**src/rtl/matrix_row_scanner.sv**
```systemverilog
// Time-multiplexed LED matrix row scanner with dwell timer,
// inter-row blanking and a double-buffered frame store.
module matrix_row_scanner #(
  parameter int ROWS           = 7,
  parameter int COLS           = 5,
  parameter int DWELL          = 1000,
  parameter int BLANK          = 4,
  parameter bit ROW_ACTIVE_LOW = 1'b0
) (
  input  logic                     clk,
  input  logic                     rst_n,
  input  logic                     en,
  input  logic                     load,
  input  logic [ROWS*COLS-1:0]     frame_data,
  output logic [ROWS-1:0]          row_out,
  output logic [COLS-1:0]          col_out,
  output logic [$clog2(ROWS)-1:0]  row_idx,
  output logic                     frame_start,
  output logic                     pending
);

  localparam int N    = ROWS * COLS;
  localparam int RW   = $clog2(ROWS);
  localparam int MAXC = (DWELL > BLANK) ? DWELL : BLANK;
  localparam int CW   = $clog2(MAXC + 1);

  localparam logic [CW-1:0] DW_LAST =
    CW'(DWELL - 1);
  localparam logic [CW-1:0] BL_LAST =
    CW'((BLANK > 0) ? BLANK - 1 : 0);
  localparam logic [RW-1:0] LAST_ROW =
    RW'(ROWS - 1);
  localparam logic [ROWS-1:0] ROW_OFF =
    {ROWS{ROW_ACTIVE_LOW}};

  typedef enum logic [1:0] {
    S_IDLE,
    S_BLANK,
    S_DRIVE
  } state_t;

  state_t          r_state, w_state;
  logic [CW-1:0]   r_cnt, w_cnt;
  logic [RW-1:0]   r_row, w_row;
  logic [N-1:0]    r_act, w_act;
  logic [N-1:0]    r_sh, w_sh;
  logic            r_pend, w_pend;
  logic            r_fs, w_fs;
  logic [ROWS-1:0] r_rows, w_rows;
  logic [COLS-1:0] r_cols, w_cols;
  logic            w_bnd, w_adv;
  logic            w_drive, w_stop;

  always_comb begin
    w_state = r_state;
    w_cnt   = r_cnt;
    w_row   = r_row;
    w_act   = r_act;
    w_sh    = r_sh;
    w_pend  = r_pend;
    w_fs    = 1'b0;
    w_rows  = ROW_OFF;
    w_cols  = '0;
    w_bnd   = 1'b0;
    w_adv   = 1'b0;
    w_drive = 1'b0;
    w_stop  = 1'b0;

    if (load) begin
      w_sh   = frame_data;
      w_pend = 1'b1;
    end

    unique case (r_state)
      S_IDLE: w_bnd = en;
      S_BLANK: begin
        if (!en) begin
          w_stop = 1'b1;
        end else if (r_cnt == BL_LAST) begin
          w_state = S_DRIVE;
          w_cnt   = '0;
          w_drive = 1'b1;
        end else begin
          w_cnt = r_cnt + 1'b1;
        end
      end
      S_DRIVE: begin
        if (!en) begin
          w_stop = 1'b1;
        end else if (r_cnt == DW_LAST) begin
          if (r_row == LAST_ROW) begin
            w_bnd = 1'b1;
          end else begin
            w_adv = 1'b1;
            w_row = r_row + 1'b1;
          end
        end else begin
          w_cnt   = r_cnt + 1'b1;
          w_drive = 1'b1;
        end
      end
      default: w_stop = 1'b1;
    endcase

    if (w_stop) begin
      w_state = S_IDLE;
      w_cnt   = '0;
      w_row   = '0;
    end

    // swap sees the pre-edge shadow; a coincident load stays pending
    if (w_bnd) begin
      w_row  = '0;
      w_fs   = 1'b1;
      w_pend = load;
      if (r_pend) w_act = r_sh;
    end

    if (w_bnd || w_adv) begin
      w_cnt = '0;
      if (BLANK == 0) begin
        w_state = S_DRIVE;
        w_drive = 1'b1;
      end else begin
        w_state = S_BLANK;
      end
    end

    if (w_drive) begin
      w_rows = (ROWS'(1) << w_row) ^ ROW_OFF;
      w_cols = COLS'(w_act >> (int'(w_row) * COLS));
    end
  end

  always_ff @(posedge clk or negedge rst_n) begin
    if (!rst_n) begin
      r_state <= S_IDLE;
      r_cnt   <= '0;
      r_row   <= '0;
      r_act   <= '0;
      r_sh    <= '0;
      r_pend  <= 1'b0;
      r_fs    <= 1'b0;
      r_rows  <= ROW_OFF;
      r_cols  <= '0;
    end else begin
      r_state <= w_state;
      r_cnt   <= w_cnt;
      r_row   <= w_row;
      r_act   <= w_act;
      r_sh    <= w_sh;
      r_pend  <= w_pend;
      r_fs    <= w_fs;
      r_rows  <= w_rows;
      r_cols  <= w_cols;
    end
  end

  assign row_out     = r_rows;
  assign col_out     = r_cols;
  assign row_idx     = r_row;
  assign frame_start = r_fs;
  assign pending     = r_pend;

endmodule

```
**config.mk**
```make
export PLATFORM = sky130hd
export DESIGN_NAME = matrix_row_scanner
export DESIGN_NICKNAME = d
export VERILOG_FILES = /design/src/rtl/matrix_row_scanner.sv
export SDC_FILE = /design/constraint.sdc
export NUM_CORES = 1
export LEC_CHECK = 0
export CORE_MARGIN = 2
export CORE_UTILIZATION = 40
export DETAILED_ROUTE_END_ITERATION = 7
export PLACE_DENSITY_LB_ADDON = 0.25
export SYNTH_ARGS = -nofsm -noshare
export SYNTH_HDL_FRONTEND = slang
export SYNTH_SLANG_ARGS = --single-unit
```
**constraint.sdc**
```tcl
create_clock -name clk -period 3.45 [get_ports clk]
set_clock_uncertainty 0.15 [all_clocks]
set_input_delay 0.69 -clock clk [delete_from_list [all_inputs] [get_ports clk]]
set_output_delay 0.69 -clock clk [all_outputs]
set_load 0.02 [all_outputs]
```
==> metrics, run 1 <==
status completed; share of the yosys chip area belonging to registers 55.3%; number of inserted filler cells in the final layout between 900 and 1000; post-synthesis average cell area 11.6 sq um; wire length of the first global-routing pass roughly 16 mm; Max Clock Freq 339 MHz; detailed-route via count 3092; Post-CTS Hold Fix Bufs 0; die outline area about 12000 sq um; sum of buffers and inverters on the critical path 2; critical path cell sequence clkdlybuf4s50_1 -> nand4_1 -> nor4_1 -> nor2_2 -> buf_4 -> mux2_2 -> o221ai_1 -> o22ai_1; RePlAce Congestion between 0.8 and 0.9; total detailed-routing wirelength ~9.5 mm; fin util 49.7%; number of standard cells after synthesis ~390; overall global routing resource usage between 10% and 20%; kind of launch point of the worst setup path input pin; vias per cell around 5.2; maxcap violations 0; number of I/O port buffers 55; Post-Route Hold Slack 0.215 ns; final count of negative-setup-slack endpoints 0; largest net degree at the start of global routing 55; antenna diode count 0; H-tree levels 3; number of nets still failing antenna checks after routing 0; std cell rows 38; Root Driver clkbuf_8; required time at the endpoint of the critical path 3.56 ns; vias in the first global route between 3000 and 4000; critical path start-end classification input pin to flop; flip-flop and latch count after synthesis 99; power density relative to cell area between 500 and 600 nW/um^2; maximum fanout count along the critical path 25; Floorplan Core Area around 11000 sq um; # Post-CTS Setup Buffers 0; initial antenna violation count 0; number of enable-type register cells in the synthesized netlist 0; drt drc 0; number of DRC markers in iteration 0 102; net count after synthesis 430; count of final hold-check violations 0; critical-path cell with the highest stage delay clkdlybuf4s50_1; clock net sink count a little under 100; critical path arrival 3.06 ns; Worst Setup End Kind flop; Area Overhead vs Synth 20.8%; highest ir drop seen on vdd 243 uV; die width 110 um; Relative slew margins 53.2%; proportion of layout cells with a drive suffix above 1 19.8%; die height 110 um; stage delay of the slowest cell on the critical path 0.62 ns; post-layout min period around 3.0 ns; most common flop cell mapped by yosys dfrtp_1; number of nets at the end of the flow 489; number of clock buffers inserted by TritonCTS 9; setup TNS 0 ns; total number of yosys warnings 0; buffer levels on the longest clock path 2; least setup slack across all paths after layout a little under 0.5 ns; number of detailed-routing iterations run before antenna repair 4; number of unique standard cell types used by synthesis 48; share of synthesized flip-flops with an asynchronous set or reset 100%; worst hold path class input pin to async pin; Cell Area, Synth 4480 sq um; GR Overflow Total 0; wire length per cell 16.2 um; initial cell density of the core about two fifths; Final Max Tran Viols 0; Worst-path clk slew 0.10 ns; Setup Slack @ Placement 0.125 ns; share of the clock period used by the worst path 85.6%; latest clock arrival within the worst-skew pair roughly 0.37 ns; HPWL after detailed placement around 6.8 mm; cell type group with the largest total delay on the critical path buffers and inverters; CTS tree built; RSZ-0062 raised after global routing no; Power, Total ~0.003 W; Worst Tran Pin Value 0.701 ns; static leakage power roughly 2.4 nW; post-cts sizing count 0; number of ports placed on the die boundary 56
layer usage:
layer  wire length (um)  track usage, %
met5                  0               0
met2               4370            25.5
met4                179            6.96
met3                373            2.79
met1               4600            25.7
through the flow:
stage                     area (sq um)  instances
final                             5420        589
after global routing              5420        589
after CTS                         5420        589
after detailed placement          5210        573
after global placement            5210        573
after floorplan                   4480        385
power by group:
group | switching (W) | internal [W] | leakage [nW]
logic | 0.000399 | 0.000307 | 1.07
clock network | 0.000426 | 0.000363 | 0.109
registers | 0.0000961 | 0.00142 | 1.23
total | 0.000921 | 0.00209 | 2.40
flip-flops by register name, summed over array words and instances, names as in the netlist:
name and flops:
r_cnt 10, row_idx 3, pending 1, col_out 5, frame_start 1, r_sh 35, r_state 2, row_out 7
r_act 35
cell families (layout without fill, tap and decap cells):
| kind of cell | Yosys count | after routing | share of synthesized area [%] |
|---|---|---|---|
| XOR/XNOR | 2 | 2 | 0.391 |
| adder cells (fa/ha/maj) | 6 | 6 | 1.67 |
| AO/OA/AOI/OAI | 67 | 67 | 10.9 |
| AND/OR/NAND/NOR | 112 | 112 | 13.0 |
| flip-flops | 99 | 99 | 55.3 |
| buffers and inverters | 36 | 100 | 3.46 |
| multiplexers | 63 | 63 | 15.3 |
layout make-up:
cell class	instances	area, sq um	share of cell area [%]
clock buffer	10	138	2.54
clock inverter	6	68.8	1.27
inverter	20	75.1	1.39
multi-input combinational	250	1850	34.2
sequential	99	2480	45.7
tap	140	175	3.23
timing repair buffer	64	628	11.6
final timing paths:
kind,endpoint,start,slack [ns],cells past startpoint
max in group asynchronous,r_sh[31],rst_n,2.25,2
hold reg to reg,r_act[16],r_act[16],0.34,2
min in group clk,r_act[16],r_act[16],0.34,2
setup / recovery,col_out[4],en,0.50,8
hold / removal,r_sh[9],rst_n,0.21,1
setup reg to reg,col_out[4],row_idx[0],0.57,9
layout by cell type (no fill, tap or decap), types with 6 or more instances in the layout:
cell type	netlist	routed
clkdlybuf4s50_1	0	54
o21a_1	6	6
o21ai_0	24	24
inv_1	20	20
dfrtp_1	99	99
mux2_2	45	45
a21oi_1	10	10
buf_4	0	9
nor2_1	20	19
clkbuf_8	0	10
mux2i_1	18	18
ha_1	6	6
nand3_1	30	30
nand2_1	32	32
synth_stat cells (3+ instances only):
master	n	area, sq um
dfrtp_1	99	2480
mux2_2	45	507
nand2_1	32	120
nand3_1	30	150
o21ai_0	24	120
inv_1	20	75.1
nor2_1	20	75.1
mux2i_1	18	180
a21oi_1	10	50.1
clkbuf_1	7	26.3
ha_1	6	75.1
o21a_1	6	45.0
a221o_1	5	50.1
nor3_1	5	25.0
buf_2	4	20.0
nand4_1	4	25.0
o31ai_1	4	30.0
o32ai_2	4	65.1
buf_1	3	11.3
nand2b_1	3	18.8
Power figures use the tool's default switching activity.
==> inputs of run 2 (changes only) <==
--- a/config.mk
+++ b/config.mk
@@ -6,7 +6,7 @@
 export NUM_CORES = 1
 export LEC_CHECK = 0
 export CORE_MARGIN = 2
-export CORE_UTILIZATION = 40
+export CORE_UTILIZATION = 50
 export DETAILED_ROUTE_END_ITERATION = 7
 export PLACE_DENSITY_LB_ADDON = 0.25
 export SYNTH_ARGS = -nofsm -noshare
==> run 2 against run 1 <==
  * Worst setup slack improved by 0.012 ns
  * Critical path depth down 1
  * Sequential share of layout area rose by 0.39 points
  * Die area shrank 19%
  * Non-clock buffer count decreased by 1
  * Routed wire length is 4.0% lower
  * Critical path type unchanged
  * Combinational power grew 1%
  * Via count up 2.1%
  * Global-route usage is 2.8 points higher
  * Largest power group unchanged
  * Maximum frequency is 0.41% higher
  * Hold slack lost 0.028 ns
==> metrics, run 2 (synthesized netlist as in run 1, its figures left out) <==
status completed; register share of total power 50.5% (about the same); initial antenna violation count 0 (unchanged); clock net sink count 99 (unchanged); post-cts sizing count 0 (unchanged); kind of launch point of the worst setup path input pin; number of nets still failing antenna checks after routing 0 (unchanged); maxcap violations 0 (unchanged); worst hold path class input pin to async pin; total net switching power 0.000910 W (-1.2%); power density relative to cell area 560 nW/um^2 (+0.59%); final count of negative-setup-slack endpoints 0 (unchanged); H-tree levels 3 (unchanged); share of the clock period used by the worst path 85.2% (-0.35 points); buffer levels on the longest clock path 2 (unchanged); number of detailed-routing iterations run before antenna repair 5 (+1); required time at the endpoint of the critical path 3.58 ns (+0.02 ns); GR Overflow Total 0 (unchanged); count of final hold-check violations 0 (unchanged); Root Driver clkbuf_8; switching portion of total power 30.3% (-0.28 points); critical path start-end classification input pin to flop; Final Max Tran Viols 0 (unchanged); most common cell after layout, fill and taps aside dfrtp_1; total detailed-routing wirelength 9.15 mm (-4.0%); vias in the first global route 3067 (-1.0%); antenna diode count 0 (unchanged); largest net degree at the start of global routing 53 (-3.6%); wire length of the first global-routing pass 15.6 mm (-2.8%); HPWL after detailed placement 6.52 mm (-3.6%); fin util 61.6% (+12 points); drt drc 0 (unchanged); # Post-CTS Setup Buffers 0 (unchanged); number of DRC markers in iteration 0 118 (+16%); post-route cell area 5370 sq um (-0.85%); wire length per cell 16.4 um (+1.7%); setup TNS 0 ns (unchanged); RSZ-0062 raised after global routing no; Max Clock Freq 340 MHz (+0.41%); number of I/O port buffers 55 (unchanged); number of ports placed on the die boundary 56 (unchanged); Post-CTS Hold Fix Bufs 0 (unchanged); static leakage power 2.39 nW (-0.50%); Area Overhead vs Synth 19.8%; critical path cell sequence clkdlybuf4s50_1 -> or3b_2 -> o21ai_2 -> nand4b_1 -> a21boi_2 -> o21ai_0 -> o32ai_2; stage delay of the slowest cell on the critical path 0.61 ns (about the same); highest-count cells in the layout ignoring fill and taps dfrtp_1 (99), clkdlybuf4s50_1 (54), mux2_2 (45); proportion of layout cells with a drive suffix above 1 19.4% (-0.40 points); Relative slew margins 53.0% (-0.24 points); logic gate share of total power 23.8% (+0.4 points); critical-path cell with the highest stage delay or3b_2; number of nets at the end of the flow 488 (-0.20%); highest ir drop seen on vdd 262 uV (+7.8%); RePlAce Congestion 0.907 (+8.8%); post-layout min period 2.94 ns (-0.0121 ns); Floorplan Core Area 8720 sq um (-20%); detailed-route via count 3158 (+2.1%); placed instance area 5160 sq um (-0.91%); latest clock arrival within the worst-skew pair 0.37 ns (about the same); Worst-path clk slew 0.10 ns (about the same); Worst Setup End Kind flop; share of power burned in the clock network 25.7% (-0.5 points); CTS tree built; Worst Tran Pin Value 0.702 ns (+0.00104 ns); die height 98.7 um (-10%); overall global routing resource usage 20.3% (+2.8 points); std cell rows 34 (-11%); die outline area 9740 sq um (-19%); maximum fanout count along the critical path 9 (-64%); die width 98.7 um (-10%); leading registers by flop count r_act: 35 flops, r_sh: 35 flops, r_cnt: 10 flops; vias per cell 5.68 (+8.2%); design internal power 0.00210 W (+0.14%); number of clock buffers inserted by TritonCTS 9 (unchanged); initial cell density of the core 51.4% (+10 points); critical path arrival 3.07 ns (about the same)
-- run 2: cell type report --
class                           instances  area [sq um]
Multi-Input combinational cell        250          1850
Inverter                               20          75.1
Tap cell                              108           135
Sequential cell                        99          2480
Clock buffer                           11           141
Clock inverter                          5          66.3
Timing Repair Buffer                   63           621
Fill cell                             699          3350
-- run 2: path summary, 6_finish.rpt --
path | startpoint | endpoint | slack (ns) | cells after the start
max in group asynchronous | rst_n | r_act[21] | 2.29 | 2
worst max-delay path | en | col_out[1] | 0.51 | 7
worst min-delay path | rst_n | col_out[3] | 0.19 | 1
worst max register to register | r_state[0] | col_out[1] | 0.61 | 8
worst min register to register | r_act[34] | r_act[34] | 0.34 | 2
min in group clk | r_act[34] | r_act[34] | 0.34 | 2
-- run 2: through the flow --
stage / setup WS (ns) / hold WS, ns / power [W] / cells
2_1_floorplan: 0.731 / 0.244 / 0.00203 / 385
3_3_place_gp: 0.226 / 0.319 / 0.00222 / 540
3_5_place_dp: 0.161 / 0.322 / 0.00226 / 540
4_1_cts: 0.548 / 0.188 / 0.00303 / 556
5_1_grt: 0.279 / 0.221 / 0.00320 / 556
6_report: 0.509 / 0.187 / 0.00301 / 556
-- run 2: routing by layer --
metal | global-route usage [%] | wire, um
met1 | 29.2 | 4280
met4 | 8.54 | 227
met3 | 4.18 | 425
met2 | 30.1 | 4220
met5 | 0 | 0
-- run 2: power by group through the flow --
stage,Sequential [W],Combinational (W),Clock [W]
2_1_floorplan,0.00151,0.000514,0
4_1_cts,0.00152,0.000718,0.000795
3_5_place_dp,0.00154,0.000715,0
6_report,0.00152,0.000715,0.000773
3_3_place_gp,0.00153,0.000694,0
5_1_grt,0.00155,0.000814,0.000842
-- run 2: worst max-delay path, delay by kind of cell --
kind / cells / cell delay (ns)
AOI/OAI and AO/OA: 4 / 0.92
and+or+nand+nor: 2 / 0.90
buffers and inverters: 1 / 0.55
==> inputs of run 3 (changes only) <==
--- a/config.mk
+++ b/config.mk
@@ -9,6 +9,7 @@
 export CORE_UTILIZATION = 50
 export DETAILED_ROUTE_END_ITERATION = 7
 export PLACE_DENSITY_LB_ADDON = 0.25
+export SETUP_SLACK_MARGIN = 0.1
 export SYNTH_ARGS = -nofsm -noshare
 export SYNTH_HDL_FRONTEND = slang
 export SYNTH_SLANG_ARGS = --single-unit
==> constraint.sdc (replaced) <==
create_clock -name clk -period 3.48 [get_ports clk]
set_clock_uncertainty 0.15 [all_clocks]
set_input_delay 0.696 -clock clk [delete_from_list [all_inputs] [get_ports clk]]
set_output_delay 0.696 -clock clk [all_outputs]
set_load 0.02 [all_outputs]
==> run 3 against run 2 <==
  * Cell area shrank 0.23%
  * Hold slack gained 0.0027 ns
  * Worst setup slack gained 0.042 ns
  * Total power shrank 2.2%
  * Final cell count is the same
  * Non-clock buffer count is the same
  * Critical endpoint unchanged
==> metrics, run 3 (synthesized netlist as in run 1, its figures left out) <==
status completed; Final Max Tran Viols 0 (unchanged); post-cts sizing count 0 (unchanged); met2 wire length 4.53 mm (+7.5%); Post-CTS Hold Fix Bufs 0 (unchanged); RSZ-0062 raised after global routing no; worst hold path class input pin to async pin; r2r endpoint col_out[1]; stage delay of the slowest cell on the critical path 0.61 ns (about the same); vias in the first global route 3241 (+5.7%); wire length on met3 385 um (-9.4%); share of the clock period used by the worst path 84.2%; setup TNS 0 ns (unchanged); overall global routing resource usage 20.7% (+0.48 points); detailed-route via count 3174 (+0.51%); logic gate share of total power 24.5% (+0.7 points); highest metal used met4; antenna diode count 0 (unchanged); maximum fanout count along the critical path 9 (unchanged); switching portion of total power 31.7% (+1.4 points); GR Overflow Total 0 (unchanged); maxcap violations 0 (unchanged); number of detailed-routing iterations run before antenna repair 4 (-1); final instance count without filler cells 556 (unchanged); power density relative to cell area 549 nW/um^2 (-2.0%); Relative slew margins 57.5% (+4.5 points); die width 98.7 um (unchanged); sum of buffers and inverters on the critical path 1 (unchanged); clock net sink count 99 (unchanged); Area Overhead vs Synth 19.5%; die height 98.7 um (unchanged); WP depth 7 (unchanged); number of clock buffers inserted by TritonCTS 9 (unchanged); critical path start-end classification input pin to flop; Worst setup startpoint en; drt drc 0 (unchanged); static leakage power 2.38 nW (-0.41%); reg-to-reg setup timing slack 0.66 ns (+0.05 ns); std cell rows 34 (unchanged); total net switching power 0.000930 W (+2.2%); register share of total power 51.3% (+0.8 points); critical-path cell with the highest stage delay or3b_2; initial antenna violation count 0 (unchanged); Root Driver clkbuf_8; initial cell density of the core 51.4% (unchanged); final count of negative-setup-slack endpoints 0 (unchanged); total detailed-routing wirelength 9.35 mm (+2.2%); die outline area 9740 sq um (unchanged); Worst Tran Pin Value 0.635 ns (-0.0672 ns); proportion of layout cells with a drive suffix above 1 19.6% (+0.22 points); number of nets still failing antenna checks after routing 0 (unchanged); required time at the endpoint of the critical path 3.60 ns (+0.02 ns); Max Clock Freq between 300 and 400 MHz; share of power burned in the clock network 24.2% (-1.5 points); wire length per cell 16.8 um (+2.2%); met1 wire length 4.28 mm (+0.14%); start of the worst register-to-register path r_state[0]; number of ports placed on the die boundary 56 (unchanged); H-tree levels 3 (unchanged); CTS tree built; count of final hold-check violations 0 (unchanged); most common cell after layout, fill and taps aside dfrtp_1; vias per cell 5.71 (+0.51%); Cell Count Post-Placement 540 (unchanged); FF-to-FF path depth 8 (unchanged); Worst Setup End Kind flop; highest ir drop seen on vdd 358 uV (+36%); number of inserted filler cells in the final layout 717 (+2.6%); design internal power 0.00201 W (-4.1%); latest clock arrival within the worst-skew pair 0.37 ns (about the same); HPWL after detailed placement 6.75 mm (+3.5%); # Post-CTS Setup Buffers 0 (unchanged); number of I/O port buffers 55 (unchanged); number of nets at the end of the flow 488 (unchanged); Worst-path clk slew 0.10 ns (about the same); critical path arrival 3.05 ns (-0.02 ns); RePlAce Congestion 0.905 (-0.21%); highest-count cells in the layout ignoring fill and taps dfrtp_1 (99), clkdlybuf4s50_1 (54), mux2_2 (45); critical path cell sequence clkdlybuf4s50_1 -> or3b_2 -> o21ai_2 -> nand4b_1 -> a21boi_2 -> o21ai_0 -> o32ai_2; leading registers by flop count r_act: 35 flops, r_sh: 35 flops, r_cnt: 10 flops; cell type group with the largest total delay on the critical path simple AND/OR/NAND/NOR gates; Floorplan Core Area 8720 sq um (unchanged); largest net degree at the start of global routing 53 (unchanged); kind of launch point of the worst setup path input pin; number of DRC markers in iteration 0 156 (+32%); post-layout min period approximately 3 ns; buffer levels on the longest clock path 2 (unchanged); wire length of the first global-routing pass 16.0 mm (+2.7%)
[run 3: layout make-up]
class	instances	area, sq um	share of cell area [%]
Tap cell	108	135	2.52
Inverter	20	75.1	1.40
Timing Repair Buffer	63	621	11.6
Clock inverter	6	57.6	1.07
Clock buffer	10	138	2.57
Multi-Input combinational cell	250	1850	34.6
Sequential cell	99	2480	46.3
[run 3: worst max path at each step]
stage	end	slack (ns)
detailed placement	col_out[0]	0.18
global placement	col_out[1]	0.26
global route	col_out[1]	0.31
CTS	col_out[1]	0.57
floorplan	col_out[4]	0.76
finish	col_out[1]	0.55
[run 3: metrics by stage]
stage	total power [W]	area (sq um)	hold WS, ns	util [%]	worst slack, ns
floorplan	0.00201	4480	0.250	-	0.755
global placement	0.00221	5160	0.319	59.2	0.256
detailed placement	0.00225	5160	0.325	59.2	0.179
CTS	0.00296	5360	0.200	61.4	0.570
global route	0.00313	5360	0.233	61.4	0.308
finish	0.00294	5360	0.190	61.4	0.551
[run 3: layer usage]
layer	track usage [%]	up-vias
met2	32.4	76
met4	7.38	0
met3	4.33	12
met5	0	-
li1	-	1487
met1	29.0	1599
[run 3: power groups by stage]
stage                     clock (W)  combinational [W]  sequential, W
final                      0.000712           0.000719        0.00151
after floorplan                   0           0.000509        0.00150
after CTS                  0.000730           0.000720        0.00151
after detailed placement          0           0.000718        0.00153
after global routing       0.000776           0.000813        0.00154
after global placement            0           0.000688        0.00152
